### src/rtl/sign_pkg.sv
// Shared constants and helpers for the sign extension / narrowing datapaths.
// Pure functions; no latency, no handshakes.
// Used by both sign_extender and sign_narrower users.
package sign_pkg;

    localparam int SIGN_DATA_WIDTH   = 16;
    localparam int SIGN_DATA_2_WIDTH = 4;

    // Most negative value of an nw-bit two's-complement field (1 followed by 0s).
    function automatic logic [63:0] narrow_min(input int nw);
        return 64'(1) << (nw - 1);
    endfunction

    // Most positive value of an nw-bit two's-complement field (0 followed by 1s).
    function automatic logic [63:0] narrow_max(input int nw);
        return (64'(1) << (nw - 1)) - 64'(1);
    endfunction

    // A ww-bit word fits in nw bits when bits [ww-1:nw-1] are all copies of one value.
    function automatic logic fits_narrow(input logic [63:0] v, input int ww, input int nw);
        logic all0;
        logic all1;
        all0 = 1'b1;
        all1 = 1'b1;
        for (int i = 0; i < 64; i++) begin
            if (i >= nw - 1 && i < ww) begin
                all0 = all0 & ~v[i];
                all1 = all1 & v[i];
            end
        end
        return all0 | all1;
    endfunction

endpackage

### src/rtl/sign_narrower_narrow_check.sv
// Fit check plus saturate/truncate selection for one wide word.
// Latency: purely combinational.
// Backpressure: none; the enclosing pipeline owns all handshaking.
module narrow_check
    import sign_pkg::*;
#(
    parameter int DATA_WIDTH   = SIGN_DATA_WIDTH,
    parameter int DATA_2_WIDTH = SIGN_DATA_2_WIDTH,
    parameter bit SATURATE     = 1'b1
) (
    input  logic [DATA_WIDTH-1:0]   data_in,
    output logic [DATA_2_WIDTH-1:0] data_out,
    output logic                    ovf
);

    localparam logic [DATA_2_WIDTH-1:0] FIELD_MIN = DATA_2_WIDTH'(narrow_min(DATA_2_WIDTH));
    localparam logic [DATA_2_WIDTH-1:0] FIELD_MAX = DATA_2_WIDTH'(narrow_max(DATA_2_WIDTH));

    logic fits;

    always_comb begin
        fits     = fits_narrow(64'(data_in), DATA_WIDTH, DATA_2_WIDTH);
        ovf      = ~fits;
        data_out = data_in[DATA_2_WIDTH-1:0];
        if (!fits && SATURATE) begin
            data_out = data_in[DATA_WIDTH-1] ? FIELD_MIN : FIELD_MAX;
        end
    end

endmodule

### src/rtl/sign_narrower.sv
// Narrows a wide two's-complement word to an immediate field, flags/saturates overflow, counts events.
// Latency: 2 cycles (S1 input register, S2 result register); 1 word/cycle when unstalled.
// Backpressure: valid/ready both sides; in_ready = !s1_vld | s1 moving, combinational from out_ready.
module sign_narrower
    import sign_pkg::*;
#(
    parameter int DATA_WIDTH   = SIGN_DATA_WIDTH,
    parameter int DATA_2_WIDTH = SIGN_DATA_2_WIDTH,
    parameter bit SATURATE     = 1'b1,
    parameter int CNT_WIDTH    = 8
) (
    input  logic                    clk,
    input  logic                    rst_n,
    input  logic                    in_valid,
    output logic                    in_ready,
    input  logic [DATA_WIDTH-1:0]   data_in,
    output logic                    out_valid,
    input  logic                    out_ready,
    output logic [DATA_2_WIDTH-1:0] data_out,
    output logic                    out_ovf,
    output logic                    ovf_sticky,
    output logic [CNT_WIDTH-1:0]    ovf_count,
    input  logic                    clr_count
);

    logic                    s1_vld;
    logic [DATA_WIDTH-1:0]   s1_dat;
    logic                    s2_vld;
    logic [DATA_2_WIDTH-1:0] s2_dat;
    logic                    s2_ovf;

    logic [DATA_2_WIDTH-1:0] nc_dat;
    logic                    nc_ovf;

    logic s1_load;
    logic s2_load;
    logic s2_fire;
    logic ovf_evt;

    narrow_check #(
        .DATA_WIDTH   (DATA_WIDTH),
        .DATA_2_WIDTH (DATA_2_WIDTH),
        .SATURATE     (SATURATE)
    ) u_narrow_check (
        .data_in  (s1_dat),
        .data_out (nc_dat),
        .ovf      (nc_ovf)
    );

    always_comb begin
        s2_fire  = s2_vld & out_ready;
        s2_load  = s1_vld & (~s2_vld | out_ready);
        in_ready = ~s1_vld | s2_load;
        s1_load  = in_valid & in_ready;
        ovf_evt  = s2_fire & s2_ovf;
    end

    always_ff @(posedge clk) begin
        if (!rst_n) begin
            s1_vld <= 1'b0;
            s1_dat <= '0;
            s2_vld <= 1'b0;
            s2_dat <= '0;
            s2_ovf <= 1'b0;
        end else begin
            if (s1_load) begin
                s1_vld <= 1'b1;
                s1_dat <= data_in;
            end else if (s2_load) begin
                s1_vld <= 1'b0;
            end
            if (s2_load) begin
                s2_vld <= 1'b1;
                s2_dat <= nc_dat;
                s2_ovf <= nc_ovf;
            end else if (s2_fire) begin
                s2_vld <= 1'b0;
            end
        end
    end

    // A counted delivery in the same cycle as a clear restarts history at one event.
    always_ff @(posedge clk) begin
        if (!rst_n) begin
            ovf_count  <= '0;
            ovf_sticky <= 1'b0;
        end else if (ovf_evt) begin
            ovf_sticky <= 1'b1;
            if (clr_count) begin
                ovf_count <= CNT_WIDTH'(1);
            end else if (ovf_count != '1) begin
                ovf_count <= ovf_count + CNT_WIDTH'(1);
            end
        end else if (clr_count) begin
            ovf_count  <= '0;
            ovf_sticky <= 1'b0;
        end
    end

    assign out_valid = s2_vld;
    assign data_out  = s2_dat;
    assign out_ovf   = s2_ovf;

endmodule

### config.mk
export PLATFORM = sky130hd
export DESIGN_NAME = sign_narrower
export DESIGN_NICKNAME = d
export VERILOG_FILES = /design/src/rtl/sign_pkg.sv /design/src/rtl/sign_narrower_narrow_check.sv /design/src/rtl/sign_narrower.sv
export SDC_FILE = /design/constraint.sdc
export NUM_CORES = 1
export LEC_CHECK = 0
export CORE_MARGIN = 1.5
export CORE_UTILIZATION = 31
export CTS_CLUSTER_DIAMETER = 40
export DETAILED_ROUTE_END_ITERATION = 10
export SLEW_MARGIN = 20
export SYNTH_ARGS = -nofsm -noshare
export SYNTH_HDL_FRONTEND = slang
export SYNTH_HIERARCHICAL = 1
export SYNTH_SLANG_ARGS = --single-unit
### constraint.sdc
create_clock -name clk -period 3.92 [get_ports clk]
set_input_delay 0.784 -clock clk [delete_from_list [all_inputs] [get_ports clk]]
set_output_delay 0.784 -clock clk [all_outputs]
set_load 0.02 [all_outputs]
==> results of run 1 <==
==> cell type report <==
type                    instances  area, sq um  share of cell area, %
clock inverters                 1         5.00                  0.243
flip-flops and latches         32          641                   31.0
inverters                       4         15.0                  0.728
multi-input cells             127          871                   42.2
clock buffers                   6         72.6                   3.52
repair buffers                 38          375                   18.2
well taps                      67         83.8                   4.06
==> cells in the mapped netlist <==
master / count
sky130_fd_sc_hd__o31a_1: 1
sky130_fd_sc_hd__nand3b_1: 1
sky130_fd_sc_hd__nor3_1: 4
sky130_fd_sc_hd__nand2b_1: 4
sky130_fd_sc_hd__nor4_1: 4
sky130_fd_sc_hd__inv_1: 4
sky130_fd_sc_hd__ha_1: 1
sky130_fd_sc_hd__a2111o_1: 1
sky130_fd_sc_hd__nor4_2: 1
sky130_fd_sc_hd__a31o_2: 1
sky130_fd_sc_hd__o21ai_0: 7
sky130_fd_sc_hd__nand2_1: 8
sky130_fd_sc_hd__a31oi_1: 2
sky130_fd_sc_hd__and4_1: 1
sky130_fd_sc_hd__and4b_1: 1
sky130_fd_sc_hd__clkbuf_2: 1
sky130_fd_sc_hd__o21a_1: 16
sky130_fd_sc_hd__nand3_2: 1
sky130_fd_sc_hd__clkbuf_1: 9
sky130_fd_sc_hd__a211oi_1: 3
sky130_fd_sc_hd__nor2b_1: 3
sky130_fd_sc_hd__a41oi_1: 1
sky130_fd_sc_hd__mux2i_1: 4
sky130_fd_sc_hd__nand3_1: 7
sky130_fd_sc_hd__and3_1: 17
sky130_fd_sc_hd__nand4_1: 5
sky130_fd_sc_hd__a21oi_1: 2
sky130_fd_sc_hd__a21o_1: 3
sky130_fd_sc_hd__a2111oi_0: 1
sky130_fd_sc_hd__dfxtp_1: 32
sky130_fd_sc_hd__o2bb2ai_1: 1
sky130_fd_sc_hd__and3_2: 1
sky130_fd_sc_hd__buf_2: 2
sky130_fd_sc_hd__a21boi_0: 24
sky130_fd_sc_hd__o31ai_2: 1
==> cell families (layout without fill, tap and decap cells) <==
family | after synthesis | in the layout | synth area share (%)
buffers and inverters | 16 | 49 | 4.05
adders and majority gates | 1 | 1 | 0.794
DFF | 32 | 32 | 40.7
muxes | 4 | 4 | 2.54
AOI/OAI and AO/OA | 64 | 64 | 29.9
and+or+nand+nor | 58 | 58 | 22.1
==> metrics by stage <==
step                      instance area [sq um]  cells
after floorplan                            1580    175
after global placement                     1990    268
after detailed placement                   1990    268
after CTS                                  2060    275
after global routing                       2060    275
final                                      2060    275
==> sequential cells by signal (all words and copies together) (netlist names) <==
signal	cells
s1_vld	1
ovf_sticky	1
out_ovf	1
ovf_count	8
s1_dat	16
data_out	4
out_valid	1
==> cells in the final DEF, fill, tap and decap left out, types with 2 or more instances in the layout <==
cell                              instances
sky130_fd_sc_hd__a211oi_1                 3
sky130_fd_sc_hd__a21boi_0                24
sky130_fd_sc_hd__a21o_1                   3
sky130_fd_sc_hd__a21oi_1                  2
sky130_fd_sc_hd__a31oi_1                  2
sky130_fd_sc_hd__and3_1                  17
sky130_fd_sc_hd__buf_4                    2
sky130_fd_sc_hd__clkbuf_8                 5
sky130_fd_sc_hd__clkdlybuf4s50_1         36
sky130_fd_sc_hd__dfxtp_1                 32
sky130_fd_sc_hd__inv_1                    4
sky130_fd_sc_hd__mux2i_1                  4
sky130_fd_sc_hd__nand2_1                  8
sky130_fd_sc_hd__nand2b_1                 4
sky130_fd_sc_hd__nand3_1                  7
sky130_fd_sc_hd__nand4_1                  5
sky130_fd_sc_hd__nor2b_1                  3
sky130_fd_sc_hd__nor3_1                   4
sky130_fd_sc_hd__nor4_1                   4
sky130_fd_sc_hd__o21a_1                  16
sky130_fd_sc_hd__o21ai_0                  7
==> power by group through the flow <==
| stage | registers [W] | logic [W] | clock network, W |
|---|---|---|---|
| floorplan | 0.000361 | 0.0000460 | 0 |
| global placement | 0.000358 | 0.0000890 | 0 |
| detailed placement | 0.000358 | 0.0000892 | 0 |
| CTS | 0.000351 | 0.0000896 | 0.000243 |
| global route | 0.000353 | 0.0000991 | 0.000254 |
| finish | 0.000351 | 0.0000892 | 0.000236 |
==> worst max-delay path, delay by kind of cell <==
kind	cells	cell delay, ps
and+or+nand+nor	1	190
buffers and inverters	2	1220
==> layer usage <==
metal	track usage [%]	share of wire, %	up-vias
met3	4.61	5.5	6
met2	19.5	39	32
li1	-	-	723
met5	0	0	-
met4	4.85	1.4	0
met1	20.9	54	630
==> final timing paths <==
check	start	end	slack (ps)	cells past startpoint
setup / recovery	out_ready	in_ready	940	3
hold / removal	data_out[2]	data_out[2]	480	2
hold reg to reg	data_out[2]	data_out[2]	480	2
setup reg to reg	ovf_count[0]	ovf_count[3]	2440	4
==> run summary, run 1 <==
Largest vdd supply drop: 158 uV. The starting density of the core was 32.7%. The run gives 35 as the count of cell types in the netlist.

The die is 74.3 um wide. The tools report the root buffer cell as sky130_fd_sc_hd__clkbuf_8. For this run, design rule violations remaining after detail routing come to 0.

The maximum fanout along the worst path is 6. The initialized floorplan defines 25 standard-cell rows. For this run, the top clock speed supported by timing is 0.336 GHz. Post-CTS timing repair inserted 0 buffers for setup.

In the global route stage, overall resource usage came out at 14.3%. The max-capacitance violation count is 0, and the number of vias in the routed layout is 1391. For the endpoint required time on the critical path, the log shows 3140 ps. The run gives 0 as the antenna diode instance count.

In this design, the stage delay of the slowest critical-path cell is 630 ps. The tools report the final number of max-transition violations as 0. The worst setup path is launched from an input pin.

Headroom to the max-slew limit came out at 40.2%. The clock network burns 34.9% of the power. The later pin in the worst-skew pair is clocked with a latency of 280 ps. Number of antenna violations at the first check in global routing: 0. Traced cell by cell, the critical path runs through clkdlybuf4s50_1, nand3b_1, clkdlybuf4s50_1.

Slew of the pin with the lowest slew margin: 894 ps. The final layout contains routed wiring with a total length of 3540 um. The count of buffers added on input and output ports is 36.

In this run the static leakage power is 0.731 nW. The number of hold buffers added after CTS was 0. The number of global-route vias before repair is 1289.

Setup repair after global routing left no endpoint under its margin. The tools report the count of H-tree levels built during CTS as 2. The tightest min-delay check is of the flop to flop type. The hold violation total from the final report was 0; the sequential-to-total area share from yosys stat was 40.7%. The tools report the number of setup violations in the final report as 0. In the synthesized netlist, the number of instances is 175. Summed over all nets, the half-perimeter wirelength after detailed placement is 2450 um. Counting every sink on the clock net gives 32. The count of nets left with antenna violations once routing finished came out at 0. In the final layout, the share of cells above drive strength 1 is 6.25%.

The critical path is of the input pin to output port type. The largest clock skew in the final design is 4.69 ps. Entering global routing, the biggest net connects 34 pins. Post-detailed-route via-to-cell ratio: 5.06. The internal portion of the total power is 0.000511 W.

No sink is reached through more buffers than the 2 on the longest clock path. Registers are responsible for 51.9% of the overall power. The run gives 4 as the total iterations of the first detailed-routing run. The critical path's most frequent cell was sky130_fd_sc_hd__clkdlybuf4s50_1.

Yosys warning count: 6. Dividing the detail-routed wire length by the instance count gives 12.9 um. TritonCTS built the clock tree. Prior to clock tree synthesis, the placed netlist has a worst setup slack of 938 ps. The share of the clock period used by the worst path after layout came out at 76.0%. Total CTS buffers: 5. The layout filler cell count was 506. The run finished with clean final reports. The area growth from synthesis to layout is 31.0%. The completed layout was analyzed and its total power is 0.000676 W. For the final routed database, the setup TNS stands at 0 ps.

After synthesis the netlist holds a flip-flop and latch count of 32. By area the synthesized netlist is led by sky130_fd_sc_hd__dfxtp_1 (41%), sky130_fd_sc_hd__a21boi_0 (11%), sky130_fd_sc_hd__o21a_1 (7.6%). For the worst setup path, the data arrival time is 2190 ps. Pin placement for this block handled 37 I/O pins. The total net switching power was 0.000165 W; the fraction of post-synthesis cell area in the top cell type by area was 40.7%. Combinational logic is responsible for 13.2% of the overall power. The share of the core filled with cells is 42.8%.

The largest individual stage delay along the critical path comes from the cell sky130_fd_sc_hd__clkdlybuf4s50_1. The logs give 479 ps for the worst hold margin and 4820 sq um for the core outline area. Power per cell area: 328 nW/um^2. The number of nets in the layout was 230; the height of the chip was 74.3 um.

Clock-pin slew was measured on the worst setup and hold paths at 60 ps. The number of nets in the synthesized netlist is 197, and the clock period minus worst slack is 2980 ps. Across all setup checks in the final design, the least slack found is 941 ps.

The run gives 126 as the iteration-0 DRC count of the detailed router. The first global-routing pass estimated 6090 um of wire. STA classifies the critical path endpoint as an output port.

The weighted congestion at the end of routability-driven global placement was 0.735; the total of cells resized after clock tree synthesis was 0. The synthesized design spends more area on one cell type than any other, namely sky130_fd_sc_hd__dfxtp_1. For this run the aggregate overflow at the end of global routing stands at 0.

In this run the mean area of a mapped cell was 9.00 sq um. Of the total power, the share spent switching nets is 24.5%. The die covers 5520 sq um. The synthesized netlist occupies a cell area of 1580 sq um.
Note: power is estimated with default switching activity, not from simulation.
==> run 2: changes to the inputs <==
clock period = 2.4 ns   (was 3.92 ns; I/O delays follow)
==> run 2 against run 1 <==
Global-route usage is 0.11 points higher. Sequential share of layout area is 0.45 points lower. Power is 70% higher. Largest cell class unchanged. Largest power group unchanged.
==> run summary, run 2 (synthesized netlist as in run 1, its figures left out) <==
The run finished with clean final reports. The number of antenna violations at the first check in global routing was 0. After clock tree synthesis, the flow added hold-fix buffers numbering 0. The worst hold path begins at ovf_sticky. The tools report the hold violation total from the final report as 0.

Dividing the detail-routed wire length by the instance count gives 12.9 um. The length of routed met2 wiring was 1470 um. The number of antenna-violating nets in the routed design was 0; the number of input and output port buffers inserted was 36. Overall power consumption after layout is estimated at 0.00115 W.

For this run, the detailed router's first-pass iteration total came to 4. Routability-driven placement finished with a final weighted congestion of 0.809. Once the floorplan was initialized, standard cells occupied 32.7% of the core.

The worst hold margin was 481 ps. In this design, the largest share of critical-path delay is due to buffers and inverters. The antenna diode instance count was 0.

Across the VDD grid, the largest voltage drop is 208 uV. The die is 74.3 um wide. The logs give 3580 um for the total wire length and 0 ps for the final sum of negative setup slack.

The clock net in this run drives a total of 32 sinks. Clock tree synthesis inserted a total of 5 buffers. In this run the cell area measured after placement is 2000 sq um. The maximum fanout along the worst path was 2. For the final number of max-transition violations, the log shows 0.

Using the TritonRoute via totals, the vias-per-cell ratio works out to 5.09. In this run the critical register-to-register path is launched from ovf_count[0]. The routed length on met3 is 200 um, and the total leakage power is 0.751 nW. Number of flip-flops under the largest register name: 16.

Critical path's most frequent cell: sky130_fd_sc_hd__clkdlybuf4s50_1. After layout, the worst path uses 94.7% of the clock period. Counting I/O delays and the setup requirement, the final critical path takes 2270 ps.

The source-to-sink clock delay at the later pin of the worst-skew pair is 290 ps. The routed layout has 1416 vias. The worst setup path is captured at an output port. Detailed placement finished with a half-perimeter wire length of 2370 um. The signal on the critical path passes through clkdlybuf4s50_1, nand3b_1, clkdlybuf4s50_1.

The top register by number of flip-flops was s1_dat. The internal portion of the total power is 0.000868 W. Setup repair after global routing left no endpoint under its margin.

The area growth from synthesis to layout is 32.9%. The logs give 1271 for the number of global-route vias before repair and 64.8% for the max-slew headroom at the worst pin. The tightest min-delay check is of the flop to flop type. Slew of the pin with the lowest slew margin: 526 ps.

Based on the critical path, the design can be clocked at up to 0.440 GHz. Slowest library cell on the worst path: sky130_fd_sc_hd__clkdlybuf4s50_1. The fraction of power consumed by the clock network was 37.2%. The library cell used most frequently in the layout, excluding fill and tap cells, is sky130_fd_sc_hd__clkdlybuf4s50_1.

The logs give 5990 um for the wire length of the first global-routing pass and 25 for the number of placement rows. For the number of primary I/O pins, the log shows 37. Measured along the y axis, the die boundary spans 74.3 um. The kind of launch point of the worst setup path is an input pin. TritonCTS built the clock tree. In the final layout, the multi-input gates occupy 871 sq um.

The total routing usage reported by global routing was 14.4%. The H-tree was split into 2 levels. At the worst endpoint, the required time is 1920 ps. Summed over all layers, the global routing overflow is 0. The switching share of power works out to 24.3%. The top routing layer in use is met4.

The number of buffers and inverters on the critical path is 2. Start-to-end type of the worst setup path: input pin to output port. The detailed router finished its first iteration with 134 violations. The die covers 5520 sq um. Setup violations remaining at the end of the flow were counted as 0. Dividing total power by cell area gives a power density of 548 nW/um^2.

Layout filler cell count: 496. Cells fill 43.5% of the core in the end. The tools report the critical path launch point as out_ready.

The delay contributed by the slowest stage of the critical path was 630 ps; the max-capacitance violation count was 0. For the final database, setup skew stands at 9.58 ps. For the worst endpoint data arrival time, the log shows 1790 ps. The final design area excluding fillers was 2090 sq um; the combinational share of power was 12.9%.

The tree is rooted in a sky130_fd_sc_hd__clkbuf_8. In the final routing, the length of wire on met1 measures 1820 um. Sequential cells account for 49.9% of the total power.

The run gives 0.000279 W as the total net switching power. The clock passes through at most 2 buffers. At the end of the flow, the number of nets in the layout was 232. The library cells used most frequently in the layout, excluding fill and tap cells, are sky130_fd_sc_hd__clkdlybuf4s50_1 (36), sky130_fd_sc_hd__dfxtp_1 (32), sky130_fd_sc_hd__a21boi_0 (24). The number of setup buffers added after CTS is 0, and the total of cells resized after clock tree synthesis is 0. Of the cells placed in the final design, the portion with a size suffix greater than 1 is 8.06%.

The total area inside the core boundary comes to 4820 sq um. The clock slew at the register clock pins of the worst setup and hold paths came out at 70 ps. Entering global routing, the biggest net connects 34 pins. The footprint of the flip-flops and latches came out at 641 sq um. The tools report the remaining design rule violation count as 0.
[run 2: area by class of cell]
type	instances	area share, %
Multi-Input combinational cell	127	41.6
Sequential cell	32	30.6
Clock inverter	2	0.478
Clock buffer	6	3.95
Timing Repair Buffer	40	18.6
Inverter	4	0.717
Tap cell	67	4.00
[run 2: power by group through the flow]
| stage | logic (W) | registers (W) | clock network, W |
|---|---|---|---|
| CTS | 0.000149 | 0.000573 | 0.000445 |
| global placement | 0.000148 | 0.000584 | 0 |
| finish | 0.000148 | 0.000573 | 0.000426 |
| detailed placement | 0.000148 | 0.000585 | 0 |
| floorplan | 0.0000751 | 0.000589 | 0 |
| global route | 0.000165 | 0.000576 | 0.000464 |
[run 2: per-stage QoR]
| step | cells | setup WS [ps] |
|---|---|---|
| after floorplan | 175 | 901 |
| after global placement | 270 | 108 |
| after detailed placement | 270 | 125 |
| after CTS | 278 | 106 |
| after global routing | 278 | 79.3 |
| final | 278 | 127 |
[run 2: final timing paths]
path	slack (ps)	to	cells past startpoint
setup / recovery	130	in_ready	3
setup reg to reg	890	ovf_count[3]	4
hold reg to reg	480	ovf_sticky	2
hold / removal	480	ovf_sticky	2
[run 2: metal layers]
layer  up-vias  GRT usage, %
met5         -             0
met3         8          3.66
met1       637          20.1
li1        725             -
met4         0          7.88
met2        46          20.1
[run 2: tightest hold or removal path, stage by stage, from the launching register on]
cell	delay [ps]
sky130_fd_sc_hd__dfxtp_1	310
sky130_fd_sc_hd__nand2b_1	60
sky130_fd_sc_hd__a21boi_0	60
